**src/rtl/data_mem_unit.sv**
```systemverilog
// data_mem_unit: load/store stage driving a req/ack word bus, stalling the datapath until the access completes
module data_mem_unit #(
    parameter int TIMEOUT_CYCLES = 16
) (
    input  logic        clk,
    input  logic        reset,
    input  logic        memRead,
    input  logic        memWrite,
    input  logic [2:0]  funct3,
    input  logic [31:0] address,
    input  logic [31:0] writeData,
    output logic [31:0] readData,
    output logic        stall,
    output logic        misaligned,
    output logic        busError,
    output logic        busReq,
    output logic        busWe,
    output logic [31:0] busAddr,
    output logic [31:0] busWdata,
    output logic [3:0]  busByteEn,
    input  logic [31:0] busRdata,
    input  logic        busAck
);
    localparam int CW = TIMEOUT_CYCLES > 1 ? $clog2(TIMEOUT_CYCLES) : 1;
    typedef enum logic [1:0] {IDLE, WAIT, DONE} state_t;
    state_t state, next_state;
    logic [CW-1:0] cnt;
    logic [2:0] f3;
    logic [1:0] lane;
    logic req, illegal, mis, start, timeout;
    logic [3:0] byte_en;
    logic [31:0] wdata, load_val;
    logic [7:0] rbyte;
    logic [15:0] rhalf;
    always_comb begin
        req = memRead | memWrite;
        illegal = (memRead & memWrite) | (memRead & (funct3 == 3'b011 | funct3[2:1] == 2'b11))
                | (memWrite & (funct3[2] | funct3[1:0] == 2'b11));
        mis = funct3[1:0] == 2'b01 ? address[0] : funct3[1:0] == 2'b10 ? |address[1:0] : 1'b0;
        start = state == IDLE & req & ~illegal & ~mis;
        byte_en = funct3[1:0] == 2'b10 ? 4'b1111 :
                  funct3[1:0] == 2'b01 ? (address[1] ? 4'b1100 : 4'b0011) : 4'b0001 << address[1:0];
        wdata = funct3[1:0] == 2'b10 ? writeData :
                funct3[1:0] == 2'b01 ? {2{writeData[15:0]}} : {4{writeData[7:0]}};
        timeout = TIMEOUT_CYCLES != 0 && !busAck && cnt == CW'(TIMEOUT_CYCLES - 1);
        // lane and size come from the request captured in IDLE, not the live inputs
        rbyte = busRdata[{lane, 3'b000} +: 8];
        rhalf = busRdata[{lane[1], 4'b0000} +: 16];
        load_val = f3[1:0] == 2'b10 ? busRdata :
                   f3[1:0] == 2'b01 ? {{16{~f3[2] & rhalf[15]}}, rhalf} : {{24{~f3[2] & rbyte[7]}}, rbyte};
    end
    always_ff @(posedge clk or posedge reset)
        if (reset) state <= IDLE;
        else state <= next_state;
    always_comb begin
        next_state = state == IDLE ? (req ? (illegal | mis ? DONE : WAIT) : IDLE) :
                     state == WAIT ? (busAck | timeout ? DONE : WAIT) : IDLE;
    end
    always_comb begin
        stall = (state == IDLE & req) | state == WAIT;
    end
    always_ff @(posedge clk or posedge reset) begin
        if (reset) begin
            readData <= '0;
            misaligned <= 1'b0;
            busError <= 1'b0;
            busReq <= 1'b0;
            busWe <= 1'b0;
            busAddr <= '0;
            busWdata <= '0;
            busByteEn <= '0;
            cnt <= '0;
            f3 <= '0;
            lane <= '0;
        end else begin
            misaligned <= state == IDLE && req && !illegal && mis;
            busError <= (state == IDLE && req && illegal) || (state == WAIT && timeout);
            if (start) begin
                busReq <= 1'b1;
                busWe <= memWrite;
                busAddr <= {address[31:2], 2'b00};
                busWdata <= wdata;
                busByteEn <= byte_en;
                cnt <= '0;
                f3 <= funct3;
                lane <= address[1:0];
            end else if (state == WAIT) begin
                if (busAck) begin
                    busReq <= 1'b0;
                    if (!busWe) readData <= load_val;
                end else if (timeout) begin
                    busReq <= 1'b0;
                    readData <= '0;
                end else begin
                    cnt <= cnt + 1'b1;
                end
            end
        end
    end
endmodule

```
**config.mk**
```make
export PLATFORM = sky130hd
export DESIGN_NAME = data_mem_unit
export DESIGN_NICKNAME = d
export VERILOG_FILES = /design/src/rtl/data_mem_unit.sv
export SDC_FILE = /design/constraint.sdc
export NUM_CORES = 1
export LEC_CHECK = 0
export ABC_AREA = 1
export BUFFER_PORTS_ARGS = -buffer_cell sky130_fd_sc_hd__buf_2
export CORE_MARGIN = 8
export CORE_UTILIZATION = 44
export DETAILED_ROUTE_END_ITERATION = 8
export GPL_TIMING_DRIVEN = 0
export PLACE_DENSITY = 0.87
export SYNTH_ARGS = -nofsm -noshare
export SYNTH_HDL_FRONTEND = slang
export SYNTH_SLANG_ARGS = --single-unit
```
**constraint.sdc**
```tcl
create_clock -name clk -period 3 [get_ports clk]
set_input_delay 0.15 -clock clk [delete_from_list [all_inputs] [get_ports clk]]
set_output_delay 0.15 -clock clk [all_outputs]
set_load 0.05 [all_outputs]
```
==> flow_metrics.tcl <==
set metrics [dict create \
    outcome "complete, no violations" \
    antenna_found_initial 0 \
    vias 5682 \
    crit_required_ns 3.30 \
    clk_latency_ns 0.41 \
    p_sw_share_pct 49.94 \
    ctsHtreeMaxLevel 4 \
    grt_start_max_net_pins 39 \
    synthCells 694 \
    first_iter_violations 495 \
    worstPathArrival_ns 2.35 \
    clock_path_buffers 2 \
    critPathKind "flop to flop" \
    dieHeight_um 126.4 \
    crit_start "cnt[0]" \
    end_kind "flop" \
    seqPwrFrac_pct 26.8 \
    drive_above_1_share_pct 29.74 \
    hold_path_depth 3 \
    slew-limit-headroom_pct 65.85 \
    rows 40 \
    grt_pass1_wl_um 28900 \
    num_antenna_cells 0 \
    initial_core_util_pct 44.86 \
    cts_buffers 17 \
    p_comb_share_pct 50.7 \
    fin_cells 1122 \
    path_max_fanout 10 \
    p_per_area_nw_per_um2 1237 \
    wl_um 18080 \
    overflow 0 \
    place_inst 1051 \
    synthToLayoutAreaGrowth_pct 42.99 \
    syn_area_sq_um 5366 \
    synth_top_area_cell "dfrtp_1" \
    drv_slew 0 \
    p_switching_mw 4.741 \
    ys_seq_area_share_pct 52.69 \
    ant_nets 0 \
    fin_crit_ns 2.055 \
    r2r_cells 10 \
    die_area_sq_um 15990 \
    dr.pass1.iters 5 \
    core_sq_um 11960 \
    clkTransAtPathRegs_ns 0.05 \
    skew_ns 0.008630 \
    min_period_over_period_pct 68.51 \
    crit_path_start_kind "flop" \
    drv_cap 0 \
    fp.dieW_um 126.4 \
    ir_drop_mv 0.8271 \
    fin_nets 1067 \
    p_int_mw 4.752 \
    tns_ns 0 \
    nFillCells 950 \
    grtUsageTotal_pct 22.69 \
    cts_resized 0 \
    hold_violations 0 \
    synthTopCellsByArea "dfrtp_1 (53%), nand2_1 (24%), nand3_1 (3.5%)" \
    cts_tree "built" \
    crit_end "readData[11]" \
    r2r-start "cnt[0]" \
    r2r-end "readData[11]" \
    cts_hold_buf 39 \
    wl_per_cell_um 16.11 \
    io_pins 209 \
    first_global_vias 6011 \
    synth.avg_cell_area_sq_um 7.733 \
    yosysUniqueCellTypes 31 \
    r2r_slack_ns 0.94 \
    yosys_warnings 0 \
    hold_class "primary input to flop" \
    timing.fmax_ghz 0.4866 \
    tightestPinTransition_ns 0.5122 \
    grt_setup_unrepaired "false" \
    clock_sinks 113 \
    via_per_inst 5.064 \
    p_leak_nw 4.390 \
    portBuffers 206 \
    gp_congestion 0.9429 \
    synth_top_cell_area_share_pct 52.69 \
    clockRootBuffer "clkbuf_16" \
    p_clk_share_pct 22.5 \
    synth_seq_cells 113 \
    setup_viol 0 \
    hpwl_um 12820 \
    postCtsSetupRepairBufs 0 \
    drc 0 \
]
-- power groups by stage --
stage,Clock (mW),Combinational [mW],Sequential (mW)
final,2.13,4.81,2.54
after floorplan,0,1.46,4.61
after detailed placement,0,4.77,2.52
after CTS,2.16,4.81,2.53
after global placement,0,4.67,2.52
after global routing,2.22,5.14,2.61
-- worst min path at each step --
stage	slack, ns	start	to
after global placement	0.34	address[15]	busAddr[15]
after global routing	0.008	writeData[30]	busWdata[30]
after CTS	0.006	writeData[30]	busWdata[30]
final	0.02	writeData[28]	busWdata[28]
after floorplan	0.26	address[10]	busAddr[10]
after detailed placement	0.13	reset	busWdata[29]
-- metal layers --
layer | up-vias | wire (um) | GRT usage, %
met1 | 2628 | 6973 | 24.97
met2 | 296 | 8568 | 37.52
met4 | 0 | 537 | 11.25
met3 | 41 | 1998 | 8.965
met5 | - | 0 | 0
li1 | 2717 | - | -
-- cell families after synthesis --
family | share of synthesized area [%]
AOI/OAI and AO/OA | 7.718
buffers and inverters | 6.855
other | 0.06988
xor gates and xnor gates | 0.4897
and+or+nand+nor | 31.94
adders and majority gates | 0.2331
DFF | 52.69
-- cells in the final DEF (no fill, tap or decap), types with 2 or more instances in the layout --
master	instances
inv_1	30
inv_2	5
nand3_1	38
buf_4	9
nor2_2	2
a21oi_1	21
bufinv_16	3
conb_1	2
dlygate4sd3_1	39
o211ai_1	5
clkinvlp_4	2
dfrtp_1	113
nand2_2	2
buf_12	3
buf_6	8
xor2_1	2
buf_2	212
nor2_1	24
clkbuf_16	17
clkbuf_8	6
clkinv_2	4
nand2_1	343
o21ai_0	33
o21ai_1	17
or2_2	12
clkbuf_1	10
-- per-stage QoR --
stage	total power, mW	util (%)	hold WS, ns	instance area (sq um)	setup slack [ns]
6_report	9.492	64.15	0.01907	7674	0.9447
2_1_floorplan	6.070	-	0.2596	5374	1.336
3_3_place_gp	7.188	55.08	0.3437	6589	0.7337
3_5_place_dp	7.289	55.59	0.1270	6649	0.9504
5_1_grt	9.976	64.15	0.007649	7674	0.7580
4_1_cts	9.493	64.15	0.005858	7674	0.9408
-- synthesized netlist by cell type --
library cell and number:
buf_2 6, inv_1 31, and3_1 1, nand2_4 1, clkbuf_1 10, a21oi_1 21, xor2_1 2, nand2_1 343
ha_1 1, o211ai_1 5, a31oi_1 1, nor2_1 24, inv_2 5, o21ai_1 17, and2_1 1, clkinv_1 1
conb_1 1, o21ai_2 1, xnor2_1 1, nand2_2 2, o21ai_0 33, nand3_1 38, buf_1 1, nand4_2 1
o22ai_1 1, nand3_2 1, nor2_2 2, or2_2 12, buf_4 9, buf_6 8, dfrtp_1 113
-- critical path, stage by stage, from the launching register on --
cell	delay, ns
dfrtp_1	0.40
ha_1	0.22
nand3_1	0.09
nand2_1	0.08
nand2_1	0.11
a21oi_1	0.07
nand2_1	0.22
clkinv_1	0.31
buf_4	0.27
nand3_1	0.11
nand2_1	0.06
-- flip-flops by register name, indices dropped and copies added (netlist names) --
register,count
busByteEn,4
misaligned,1
busWdata,32
readData,32
busWe,1
lane,2
busReq,1
cnt,4
busAddr,30
state,2
f3,3
busError,1
-- area by class of cell --
| cell class | instances | area (sq um) | share of cell area [%] |
|---|---|---|---|
| Timing Repair Buffer | 248 | 1481 | 19.31 |
| Inverter | 37 | 142.6 | 1.859 |
| Multi-Input combinational cell | 511 | 2175 | 28.34 |
| Tap cell | 147 | 183.9 | 2.397 |
| Clock buffer | 23 | 508.0 | 6.620 |
| Clock inverter | 9 | 126.4 | 1.647 |
| Buffer | 34 | 229.0 | 2.984 |
| Sequential cell | 113 | 2828 | 36.85 |
Power figures use the tool's default switching activity.
